==> config.mk <==
export PLATFORM = sky130hd
export DESIGN_NAME = addsub_serial
export DESIGN_NICKNAME = d
export VERILOG_FILES = /design/src/rtl/addsub_serial.sv
export SDC_FILE = /design/constraint.sdc
export NUM_CORES = 1
export LEC_CHECK = 0
export ABC_AREA = 1
export BUFFER_PORTS_ARGS = -buffer_cell sky130_fd_sc_hd__buf_2
export CORE_MARGIN = 8
export CORE_UTILIZATION = 35
export DETAILED_ROUTE_END_ITERATION = 8
export HOLD_SLACK_MARGIN = 0.02
export SLEW_MARGIN = 20
export SYNTH_ARGS = -nofsm -noshare
export SYNTH_HDL_FRONTEND = slang
export SYNTH_SLANG_ARGS = --single-unit
export TNS_END_PERCENT = 50
==> constraint.sdc <==
create_clock -name clk -period 2 [get_ports clk]
set_input_delay 0.1 -clock clk [delete_from_list [all_inputs] [get_ports clk]]
set_output_delay 0.1 -clock clk [all_outputs]
set_load 0.02 [all_outputs]
==> src/rtl/addsub_serial.sv <==
// addsub_serial: digit-serial two's-complement adder/subtractor with start/done handshake and carry/borrow chaining
module addsub_serial #(
    parameter int WIDTH = 16,
    parameter int DIGIT = 4
) (
    input  logic             clk,
    input  logic             rst,
    input  logic             start,
    input  logic [1:0]       op,
    input  logic             cin,
    input  logic [WIDTH-1:0] a,
    input  logic [WIDTH-1:0] b,
    output logic             busy,
    output logic             done,
    output logic [WIDTH-1:0] result,
    output logic             cout,
    output logic             overflow,
    output logic             zero,
    output logic             neg
);
    localparam int N  = WIDTH / DIGIT;
    localparam int CW = N > 1 ? $clog2(N) : 1;
    typedef enum logic {IDLE, RUN} state_t;
    state_t               state;
    logic [CW-1:0]        cnt;
    logic [WIDTH-1:0]     a_r, b_r, res_next;
    logic [WIDTH+DIGIT-1:0] cat;
    logic                 s, c, c_msb_in, last;
    logic [DIGIT-1:0]     da, db;
    logic [DIGIT:0]       sum;
    // one digit of a + (b ^ s) + carry; the sum digit enters the result from the MSB side
    always_comb begin
        da       = a_r[DIGIT-1:0];
        db       = b_r[DIGIT-1:0] ^ {DIGIT{s}};
        sum      = {1'b0, da} + {1'b0, db} + {{DIGIT{1'b0}}, c};
        c_msb_in = da[DIGIT-1] ^ db[DIGIT-1] ^ sum[DIGIT-1];
        cat      = {sum[DIGIT-1:0], result};
        res_next = cat[WIDTH+DIGIT-1:DIGIT];
        last     = cnt == CW'(N - 1);
    end
    // control, operand shift registers and registered flags; flags are captured on the last digit
    always_ff @(posedge clk) begin
        if (rst) begin
            state    <= IDLE;
            cnt      <= '0;
            busy     <= 1'b0;
            done     <= 1'b0;
            result   <= '0;
            cout     <= 1'b0;
            overflow <= 1'b0;
            zero     <= 1'b0;
            neg      <= 1'b0;
            a_r      <= '0;
            b_r      <= '0;
            s        <= 1'b0;
            c        <= 1'b0;
        end else begin
            done <= 1'b0;
            if (state == IDLE) begin
                if (start) begin
                    state <= RUN;
                    busy  <= 1'b1;
                    cnt   <= '0;
                    a_r   <= a;
                    b_r   <= b;
                    s     <= op[0];
                    c     <= op[1] ? cin ^ op[0] : op[0];
                end
            end else begin
                a_r    <= a_r >> DIGIT;
                b_r    <= b_r >> DIGIT;
                c      <= sum[DIGIT];
                result <= res_next;
                cnt    <= cnt + CW'(1);
                if (last) begin
                    state    <= IDLE;
                    busy     <= 1'b0;
                    done     <= 1'b1;
                    cout     <= sum[DIGIT] ^ s;
                    overflow <= c_msb_in ^ sum[DIGIT];
                    zero     <= res_next == '0;
                    neg      <= res_next[WIDTH-1];
                end
            end
        end
    end
endmodule

# == Word-level counts from Yosys, hierarchy flattened ==
# Cells that the tools add are included.
# word_totals
regBits,59
elab_cells,50
latchBits,0
romBits,0
ram_bits,0
memories,0
out_inout_bits,22
input_bits,38
# op_classes
order_cmp,0
n_div,0
eq_ne,2
n_bitwise,7
n_addsub,3
n_reduce_logical,7
shifts,0
mux,16
multipliers,0
# op_table
cell,n
12-bit two-way mux,4
16-bit zero test,1
1-bit two-way mux,10
2-bit AND reduction,3
4-bit by 4-bit adder with 5-bit output,1
5-bit by 1-bit adder with 5-bit output,1
1-bit XOR,5
2-bit two-way mux,2
2-bit OR reduction,2
4-bit XOR,1
"2-bit by 1-bit adder with 2-bit output, second input constant",1
"2-bit == test, second input constant",1
"2-bit by 1-bit != test with 1-bit output, second input constant",1
2-bit nonzero test,1
1-bit inverter,1

# == Logic depth before layout (Yosys ltp) ==
# Gate-level depths: netlist of run 1.
# logic_depth
ltp_word,5
depth_mapped,10
depth_no_buf,9

# == Least setup slack after synthesis of run 1 ==
# Ideal clock, no wire load.
# synth_timing
path_type,register to register
start,register s
end,register cout
synth_period_minus_slack_ps,1979
stages_incl_launch_ff,11
path_buffers,1
setup_ps,109
t_arrival_ps,1870
setup_slack_ps,21
cell_sequence,dfxtp_1 -> clkbuf_1 -> xor2_1 -> fa_1 -> fa_1 -> nand3_1 -> nand2_1 -> nand2_1 -> nand3_1 -> nand2_1 -> inv_1
# synth_via
elab_chain_len,4
# synth_rtl
item,line_no,rtl
from (decl),28,"logic s, c, c_msb_in, last;"
from (signal assigned),66,s <= op[0];
4-bit XOR,34,db = b_r[DIGIT-1:0] ^ {DIGIT{s}};
4-bit by 4-bit adder with 5-bit output,35,"sum = {1'b0, da} + {1'b0, db} + {{DIGIT{1'b0}}, c};"
5-bit by 1-bit adder with 5-bit output,35,
1-bit XOR *,79,cout <= sum[DIGIT] ^ s;
to (signal assigned),79,
to (decl),16,"output logic cout,"
# Every way passes the cells marked *; elsewhere a longest branch is shown, timed or not.
# A chain may end at the register's enable or synchronous reset.

# == Worst setup path in the final report of run 1 ==
# layout_timing
start,register s
end,register zero
# layout_via
elab_chain_len,4
# layout_rtl
item,line_no,rtl
4-bit XOR,34,
4-bit by 4-bit adder with 5-bit output,35,
5-bit by 1-bit adder with 5-bit output,35,
via sum[1],30,logic [DIGIT:0] sum;
16-bit zero test,81,zero <= res_next == '0;
to (signal assigned),51,zero <= 1'b0;
to (signal assigned),81,
to (decl),18,"output logic zero,"
# The timed path passes the listed nets, and every way through them passes these cells.

==> results of run 1 <==
-- stage by stage --
| step | setup slack, ns | util (%) |
|---|---|---|
| 2_1_floorplan | 0.0214 | - |
| 3_3_place_gp | 0.153 | 41.0 |
| 3_5_place_dp | 0.112 | 41.0 |
| 4_1_cts | 0.0977 | 44.2 |
| 5_1_grt | 0.00773 | 44.2 |
| 6_report | 0.165 | 44.2 |
-- worst reg2reg max path, cell delays in order (launching register included) --
cell and delay, ns:
dfxtp_1 0.32, xor2_1 0.17, fa_2 0.36, fa_1 0.48, nor2_1 0.10, nand2_1 0.05
nor2_1 0.09, nand3_1 0.06, o21ai_0 0.13
-- power groups by stage --
stage                     combinational (mW)  clock [mW]  sequential [mW]
final                                  0.362       0.977             1.27
after global routing                   0.413        1.05             1.28
after CTS                              0.364       0.995             1.27
after detailed placement               0.354           0             1.30
after global placement                 0.350           0             1.29
after floorplan                        0.235           0             1.30
-- flip-flops by register name, indices dropped and copies added, names as in the netlist, 2 cells and up --
name	cells
b_r	16
a_r	16
cnt	2
result	16
-- layout by cell type, fill, tap and decap left out, types with 5 or more instances in the layout --
cell and count:
nand2_1 127, inv_1 59, dfxtp_1 59, buf_2 59, nand3_1 22, o21ai_0 15
nor2_1 13, o211ai_1 12, a21oi_1 12, clkbuf_8 11, o22ai_1 8, dlygate4sd3_1 5
-- layer usage --
metal | share of wire (%) | vias to the layer above | global-route usage (%)
met5 | 0 | - | 0
met3 | 4.5 | 9 | 2.52
met4 | 1.7 | 0 | 7.79
li1 | - | 1252 | -
met1 | 47 | 1059 | 15.6
met2 | 47 | 52 | 20.4
-- repair_timing --
action                                 4_1_cts  5_1_grt
resized for setup                            0        1
endpoints found under the hold margin        5        0
setup endpoints to repair                    0        2
hold buffers                                 5        0
-- cell families (layout without fill, tap and decap cells) --
logic type | Yosys count | in the layout | synth area share, %
buf+inv | 74 | 144 | 11.7
flops | 59 | 59 | 45.7
simple gates | 166 | 166 | 26.3
xor+xnor | 4 | 4 | 1.35
fa+ha+maj | 6 | 6 | 3.48
compound gates | 50 | 50 | 11.6
-- how the worst max path moves through the flow --
| stage | endpoint | depth (start not counted) | from |
|---|---|---|---|
| finish | zero | 8 | s |
| global route | zero | 8 | s |
| CTS | zero | 8 | s |
| detailed placement | zero | 8 | s |
| global placement | cout | 9 | s |
| floorplan | cout | 10 | s |
-- final cells by class --
type | instances | share of cell area, %
Clock buffer | 11 | 4.75
Clock inverter | 5 | 0.863
Inverter | 60 | 7.06
Multi-Input combinational cell | 226 | 34.7
Sequential cell | 59 | 37.0
Tap cell | 99 | 3.88
Timing Repair Buffer | 68 | 11.8
==> metrics.cfg, run 1 <==
[clock_network]
cts.clk_slew.worst_paths_ns=0.07
cts_tree=built
h-tree-depth=3
cts_buffers=9
cts_setup_buffers=0
cts_sinks=59
clock_latency_ns=0.34
root_buffer=clkbuf_8
clockBufferDepth=2

[critical_path]
end_kind=flop
crit_path_frequent_cell=nor2_1
r2r_start=s
slowest_stage=fa_1
rrSetupSlack_ns=0.16
crit_fanout=2
rr_worst_depth=8
cpPeakStageDelay_ns=0.48
crit_required_ns=2.27
cp_cell_sequence=xor2_1, fa_2, fa_1, nor2_1, nand2_1, nor2_1, nand3_1, o21ai_0
cp.arrival_ns=2.10
critPathBufInv=0
r2r-end=zero
cp_top_family=adder cells
critPathKind=reg2reg
cp-start-kind=flop

[yosys]
synth_nets=403
synth.most_common_cell=nand2_1
synth_area_mm2=0.00259
synth.largest_area_cell=dfxtp_1
synth-async-reset-ratio_pct=0
yosys.area.top_type_share_pct=45.7
ys_ff_latch=59
synth_flop_cell=dfxtp_1
synth_cell_types=25
yosys_warnings=0
synth.avg_cell_area_um2=7.20
yosysSeqAreaShare_pct=45.7
synth_edf_count=0
synthTopCellsByCount=127 x nand2_1, 59 x dfxtp_1, 59 x inv_1, 22 x nand3_1, 15 x o21ai_0
synthCells=359
ys_top_cells_by_area=dfxtp_1 46%, nand2_1 18%, inv_1 8.6%, nand3_1 4.3%, o211ai_1 3.5%

[sta]
final.setup.tns_ns=0
fin_crit_ns=1.84
slew_headroom_pct=61.8
rsz0062_at_grt=false
drv_slew=0
fin_worst_hold_slack_ns=0.0387
post-route-period-util_pct=91.8
hold_viol_final=0
skew_ns=0.00475
setup_viol=0
worst_pin_slew_ns=0.572
clock.fmax_mhz=545

[power]
seq_power_share_pct=48.7
switching_share_pct=27.8
vdd_drop_max_mv=0.302
powerDensity_mw_per_mm2=817
p_leak_nw=1.66
p_sw_mw=0.726
p_comb_share_pct=13.9
power_mw=2.61
p_clk_share_pct=37.5
internal_power_mw=1.88

[final_layout]
syn2layout_area_growth_pct=23.4
layout-drive-gt1-share_pct=19.6
final_cells=528
multiInputGateArea_mm2=0.00111
n_antenna_cell=0
regArea_mm2=0.00118
layout.nets=468
finalInstanceArea_mm2=0.00319
fillerInstances=797

[hold_path]
min_to=b_r[13]
holdPathStages=3
hp-start=b[13]
hold_path.class=in2reg

[flow_run]
drv_cap=0

[global_routing]
antenna_found_initial=0
track_usage_pct=12.8
grt_pass1_vias=2307
grt_max_degree=29
grt_first_pass_wirelength_um=10500
grt_overflow=0

[routing]
post_drt_wl_per_cell_um=12.0
drc=0
ant_nets=0
totalWireLength_um=6360
initialDrtViolationCount=146
vias=2372
drt-vias-per-instance=4.49
drtPass1Iterations=4

[place]
dpl_cell_area_mm2=0.00296
gp_congestion=0.822
io_buffers=59
placed_cells=507
dp_hpwl_um=4810

[floorplanning]
num_rows=31
start_util_pct=35.8
io_pins=60
die_area_mm2=0.0104
core-area_mm2=0.00721
die_h_um=102
die_x_um=102

[outcome]
status=finished clean

No activity file was read; power rests on OpenSTA's default activity.
==> run 2, diff against run 1 <==
--- a/config.mk
+++ b/config.mk
@@ -5,11 +5,10 @@
 export SDC_FILE = /design/constraint.sdc
 export NUM_CORES = 1
 export LEC_CHECK = 0
-export ABC_AREA = 1
-export BUFFER_PORTS_ARGS = -buffer_cell sky130_fd_sc_hd__buf_2
 export CORE_MARGIN = 8
 export CORE_UTILIZATION = 35
 export DETAILED_ROUTE_END_ITERATION = 8
+export DONT_BUFFER_PORTS = 1
 export HOLD_SLACK_MARGIN = 0.02
 export SLEW_MARGIN = 20
 export SYNTH_ARGS = -nofsm -noshare
==> run 2 against run 1 <==
Against the previous run: area after synthesis is 1.3% lower; via count shrank 22%; clock-buffer cell count did not move; utilization is 2.9 points lower; sequential share of layout area up 2.9 points; non-clock buffer count down 52; synthesized cell count down 23%; sequential cell count stayed put; critical path depth down 1; clock skew grew 0.0045 ns; sequential power is essentially flat; fmax decreased by 8.0%; critical path type unchanged; critical endpoint is now cout; largest power group unchanged.
==> metrics.cfg, run 2 <==
[critical_path]
crit_fanout=3  ; +1
end_kind=flop
crit_required_ns=2.22  ; -0.05 ns
cp.arrival_ns=2.22  ; +0.12 ns
r2r_start=s
cp-start-kind=flop
critPathKind=reg2reg
crit_start=s

[power]
powerDensity_mw_per_mm2=896  ; +9.5%
vdd_drop_max_mv=0.451  ; +50%
power_mw=2.66  ; +1.9%
p_leak_nw=1.27  ; -23%

[place]
gp_congestion=0.740  ; -10%
io_buffers=0  ; -100%
dp_slack_ns=-0.0211  ; -0.133 ns
dp_hpwl_um=3900  ; -19%

[routing]
drt-vias-per-instance=4.80  ; +6.8%
vias=1857  ; -22%
initialDrtViolationCount=50  ; -66%
ant_nets=0  ; unchanged
post_drt_wl_per_cell_um=15.1  ; +25%
drc=0  ; unchanged
totalWireLength_um=5830  ; -8.3%
drtPass1Iterations=4  ; unchanged

[final_layout]
final_common_cell=nor2_1
layout.nets=327  ; -30%
reg.largest.list=a_r (16), b_r (16), result (16)
layout-drive-gt1-share_pct=10.4  ; -9.2 points
n_antenna_cell=0  ; unchanged
syn2layout_area_growth_pct=16.2
multiInputGateArea_mm2=0.00130  ; +18%
final_cell_mix=77 x nor2_1, 57 x dfxtp_1, 49 x mux2i_1, 26 x a21oi_1, 11 x dlygate4sd3_1
regArea_mm2=0.00118  ; +0.21%
fillerInstances=714  ; -10%

[yosys]
synth_flop_cell=dfxtp_1
ys_ff_latch=59  ; unchanged
yosys_warnings=0  ; unchanged
synthTopCellsByCount=77 x nor2_1, 59 x dfxtp_1, 49 x mux2i_1, 26 x a21oi_1, 9 x buf_2
synth_area_mm2=0.00255  ; -1.3%
synth.largest_area_cell=dfxtp_1
synth.most_common_cell=nor2_1
synth_cell_types=31  ; +24%
synth-async-reset-ratio_pct=0  ; unchanged
synth_edf_count=0  ; unchanged
synth.avg_cell_area_um2=9.28  ; +29%
synth_nets=319  ; -21%
yosysSeqAreaShare_pct=46.3  ; +0.60 points
synthCells=275  ; -23%
ys_top_cells_by_area=dfxtp_1 46%, mux2i_1 19%, nor2_1 11%, a21oi_1 5.1%, ha_1 2.0%
yosys.area.top_type_share_pct=46.3  ; +0.60 points

[sta]
slew_headroom_pct=51.3  ; -11 points
hold_viol_final=0  ; unchanged
worst_pin_slew_ns=0.729  ; +0.157 ns
skew_ns=0.00923  ; +0.00447 ns
clock.fmax_mhz=501  ; -8.0%
rsz0062_at_grt=true
setup_viol=0  ; unchanged
drv_slew=0  ; unchanged
fin_crit_ns=1.99  ; +0.159 ns
fin_ws_ns=0.00597  ; -0.159 ns
post-route-period-util_pct=99.7  ; +7.9 points

[clock_network]
clockBufferDepth=2  ; unchanged
cts.clk_slew.worst_paths_ns=0.06  ; about the same
h-tree-depth=3  ; unchanged
clock_latency_ns=0.33  ; about the same
cts_sinks=59  ; unchanged
root_buffer=clkbuf_8
cts_setup_buffers=0  ; unchanged
cts_buffers=9  ; unchanged
cts_tree=built

[floorplanning]
die_x_um=101  ; -0.55%
core-area_mm2=0.00718  ; -0.54%
num_rows=31  ; unchanged
io_pins=60  ; unchanged
die_area_mm2=0.0103  ; -1.1%
die_h_um=101  ; -0.55%
start_util_pct=35.6  ; -0.28 points

[hold_path]
hold_path.class=in2reg
hp-start=a[7]

[global_routing]
track_usage_pct=12.0  ; -0.76 points
grt_overflow=0  ; unchanged
grt_pass1_vias=1910  ; -17%
grt_max_degree=50  ; +72%
grt_first_pass_wirelength_um=9550  ; -8.8%
antenna_found_initial=0  ; unchanged

[flow_run]
drv_cap=0  ; unchanged

[outcome]
status=finished clean

==> run 2: cell count changes after synthesis, sizes merged, moves of 5 or more <==
| cell | change |
|---|---|
| nand3 | -21 |
| xnor2 | +5 |
| o22ai | -7 |
| mux2i | +49 |
| o21ai | -15 |
| a21oi | +16 |
| nand2 | -123 |
| o211ai | -12 |
| inv | -59 |
| nor2 | +61 |
==> run 2: cell type report <==
type	count	area share (%)
multi-input combinational	196	43.9
sequential	59	39.9
timing repair buffer	16	5.40
clock buffer	11	4.77
tap	99	4.18
clock inverter	5	1.77
inverter	1	0.127
==> run 2: worst max-delay path, stage by stage, from the launching register on <==
cell and delay, ns:
dfxtp_2 0.32, xor2_1 0.16, fa_2 0.37, fa_2 0.37
a21o_1 0.21, a21oi_4 0.16, xnor2_1 0.08, a22o_1 0.22
==> run 2: kinds of logic after synthesis <==
kind of cell,count (synthesis),share of synthesized area [%]
DFF,59,46.3
xor gates and xnor gates,9,3.09
muxes,49,19.2
buffers and inverters,20,3.82
adders and majority gates,6,3.53
and+or+nand+nor,92,14.6
AOI/OAI and AO/OA,40,9.46
==> run 2: routing by layer <==
| metal | wire, um | track usage, % | share of wire, % | vias to the layer above |
|---|---|---|---|---|
| met5 | 0 | 0 | 0 | - |
| met4 | 99 | 5.84 | 1.7 | 0 |
| met1 | 2470 | 13.2 | 42 | 841 |
| li1 | - | - | - | 947 |
| met3 | 689 | 7.63 | 12 | 11 |
| met2 | 2570 | 17.8 | 44 | 58 |
==> run 2: repair_timing <==
action / CTS / global route
resized for setup: 1 / 3
hold buffers: 12 / 0
endpoints found under the setup margin: 1 / 4
hold endpoints to repair: 59 / 0
==> run 2: metrics by stage <==
stage          area (um^2)  TNS [ns]  hold WS, ns  util (%)  cells
2_1_floorplan         2570   -0.0664        0.207         -    275
3_3_place_gp          2620         0        0.180      36.5    359
3_5_place_dp          2620   -0.0211        0.182      36.5    359
4_1_cts               2940   -0.0254       0.0214      41.0    387
5_1_grt               2970    -0.103       0.0247      41.3    387
6_report              2970         0       0.0407      41.3    387
==> run 2: final timing paths <==
| check | slack, ns | cells after the start | end |
|---|---|---|---|
| worst max-delay path | 0.006 | 7 | cout |
| worst min-delay path | 0.04 | 4 | a_r[7] |
| worst max register to register | 0.006 | 7 | cout |
| worst min register to register | 0.49 | 2 | a_r[10] |
==> run 2: report_power, final <==
| group | switching, mW | internal, mW |
|---|---|---|
| Sequential | 0.0611 | 1.23 |
| Clock | 0.450 | 0.603 |
| Combinational | 0.160 | 0.150 |
| Total | 0.671 | 1.99 |
==> run 3, diff against run 2 <==
--- a/config.mk
+++ b/config.mk
@@ -5,11 +5,15 @@
 export SDC_FILE = /design/constraint.sdc
 export NUM_CORES = 1
 export LEC_CHECK = 0
+export CELL_PAD_IN_SITES_DETAIL_PLACEMENT = 0
+export CELL_PAD_IN_SITES_GLOBAL_PLACEMENT = 2
+export CORE_ASPECT_RATIO = 1.5
 export CORE_MARGIN = 8
-export CORE_UTILIZATION = 35
+export CORE_UTILIZATION = 34
 export DETAILED_ROUTE_END_ITERATION = 8
 export DONT_BUFFER_PORTS = 1
 export HOLD_SLACK_MARGIN = 0.02
+export PLACE_DENSITY_LB_ADDON = 0.1
 export SLEW_MARGIN = 20
 export SYNTH_ARGS = -nofsm -noshare
 export SYNTH_HDL_FRONTEND = slang
==> run 3 against run 2 <==
Against the previous run: the flow now finishes with violations (setup timing); clock skew grew 0.0016 ns; clock power shrank 16%; routed wire length grew 6.5%; cell count grew 1.3%; utilization shrank 0.75 points; critical path depth is the same; largest power group unchanged.
==> metrics.cfg, run 3 (synthesis results as in run 2) <==
[sta]
hold_viol_final=0  ; unchanged
rsz0062_at_grt=true
post-route-period-util_pct=100  ; +0.32 points
fin_worst_hold_slack_ns=0.0416  ; +0.000924 ns
final.setup.tns_ns=-0.000398  ; -0.000398 ns
fin_ws_ns=-0.000398  ; -0.00637 ns
setup_viol=1  ; +1
drv_slew=0  ; unchanged
slew_headroom_pct=49.2  ; -2.1 points
worst_pin_slew_ns=0.760  ; +0.0310 ns
clock.fmax_mhz=500  ; -0.32%
fin_crit_ns=2.00  ; +0.00637 ns
skew_ns=0.0108  ; +0.00155 ns

[critical_path]
critPathBufInv=0  ; unchanged
slowest_stage=fa_2
cpPeakStageDelay_ns=0.37  ; about the same
end_kind=flop
cp_cell_sequence=xor2_1, fa_2, fa_2, a21o_1, a21oi_4, xnor2_1, a22o_1
crit_required_ns=2.22  ; about the same
cp_top_family=adder cells
crit_fanout=3  ; unchanged
crit_path_frequent_cell=fa_2
critPathKind=reg2reg
cp-start-kind=flop
cp.arrival_ns=2.22  ; about the same

[clock_network]
clockBufferDepth=2  ; unchanged
cts_tree=built
h-tree-depth=3  ; unchanged
cts.clk_slew.worst_paths_ns=0.07  ; about the same
root_buffer=clkbuf_8
cts_sinks=59  ; unchanged
clock_latency_ns=0.33  ; about the same
cts_buffers=9  ; unchanged

[global_routing]
grt_pass1_vias=1868  ; -2.2%
grt_first_pass_wirelength_um=10100  ; +5.4%
antenna_found_initial=0  ; unchanged
grt_overflow=0  ; unchanged
grt_max_degree=50  ; unchanged
track_usage_pct=12.5  ; +0.45 points

[power]
switching_share_pct=26.4  ; +1.1 points
p_clk_share_pct=35.4  ; -4.2 points
p_leak_nw=1.27  ; -0.27%
internal_power_mw=1.83  ; -7.8%
powerDensity_mw_per_mm2=842  ; -6.0%
p_comb_share_pct=12.4  ; +0.7 points
power_mw=2.49  ; -6.4%
vdd_drop_max_mv=0.418  ; -7.5%
p_sw_mw=0.657  ; -2.2%
seq_power_share_pct=52.2  ; +3.5 points

[place]
gp_congestion=0.674  ; -9.0%
io_buffers=0  ; unchanged
dp_slack_ns=-0.00483  ; +0.0163 ns
dpl_cell_area_mm2=0.00264  ; +0.62%
dp_hpwl_um=4150  ; +6.5%

[final_layout]
finalInstanceArea_mm2=0.00295  ; -0.46%
layout-drive-gt1-share_pct=9.93  ; -0.49 points
final_common_cell=nor2_1
reg.largest.list=a_r (16), b_r (16), result (16)
fillerInstances=765  ; +7.1%
syn2layout_area_growth_pct=15.7
n_antenna_cell=0  ; unchanged
final_cell_mix=77 x nor2_1, 57 x dfxtp_1, 49 x mux2i_1, 26 x a21oi_1, 12 x dlygate4sd3_1
layout.nets=331  ; +1.2%

[outcome]
violations=setup timing
status=finished with violations

[floorplanning]
die_area_mm2=0.0106  ; +3.0%
start_util_pct=35.1  ; -0.48 points
core-area_mm2=0.00727  ; +1.4%
io_pins=60  ; unchanged
die_x_um=86.7  ; -14%
die_h_um=122  ; +20%
num_rows=38  ; +23%

[routing]
totalWireLength_um=6210  ; +6.5%
ant_nets=0  ; unchanged
initialDrtViolationCount=64  ; +28%
drt-vias-per-instance=4.71  ; -1.8%
vias=1848  ; -0.48%
post_drt_wl_per_cell_um=15.8  ; +5.2%
drtPass1Iterations=4  ; unchanged
drc=0  ; unchanged

[flow_run]
drv_cap=0  ; unchanged

[hold_path]
hold_path.class=in2reg

==> run 3: cell count changes in the layout (fill, tap and decap cells not counted), sizes merged <==
cell         previous run  this run
dlygate4sd3            11        12
bufinv                  1         0
clkinvlp                1         0
clkbuf                 11        13
buf                     5         8
==> run 3: metal layers <==
layer | wire [um] | GRT usage, % | vias to the layer above
li1 | - | - | 952
met1 | 2570 | 13.9 | 841
met2 | 3050 | 19.9 | 47
met3 | 498 | 5.19 | 8
met4 | 92 | 6.49 | 0
met5 | 0 | 0 | -
==> run 3: path summary, 6_finish.rpt <==
check	startpoint	endpoint	slack, ns	depth (start not counted)
worst max-delay path	s	cout	-0.0004	7
worst min-delay path	b[1]	b_r[1]	0.04	4
worst max register to register	s	cout	-0.0004	7
worst min register to register	a_r[11]	a_r[7]	0.49	2
==> run 3: worst min-delay path, stage by stage <==
cell and delay [ns]:
mux2i_1 0.05, nor2_1 0.08, a21oi_1 0.04, nor2_1 0.07
==> run 3: cell type report <==
type                    instances  area, um^2  share of cell area (%)
clock inverters                 3        15.0                   0.508
inverters                       1        3.75                   0.127
flip-flops and latches         59        1180                    40.1
repair buffers                 20         193                    6.53
multi-input cells             196        1290                    43.8
well taps                     100         125                    4.24
clock buffers                  13         139                    4.70
==> run 3: what timing repair did <==
item,CTS,global route
setup buffers,0,1
setup endpoints to repair,1,4
hold endpoints to repair,59,0
resized for setup,0,3
hold buffers,13,0
==> run 3: stage by stage <==
step	instances	util [%]
2_1_floorplan	275	-
3_3_place_gp	362	36.2
3_5_place_dp	362	36.2
4_1_cts	391	40.3
5_1_grt	392	40.6
6_report	392	40.6
==> run 3: power by group through the flow <==
stage	sequential [mW]	clock (mW)	combinational, mW
2_1_floorplan	1.30	0	0.256
6_report	1.30	0.880	0.309
3_3_place_gp	1.32	0	0.260
4_1_cts	1.30	0.926	0.311
5_1_grt	1.31	0.981	0.349
3_5_place_dp	1.32	0	0.263
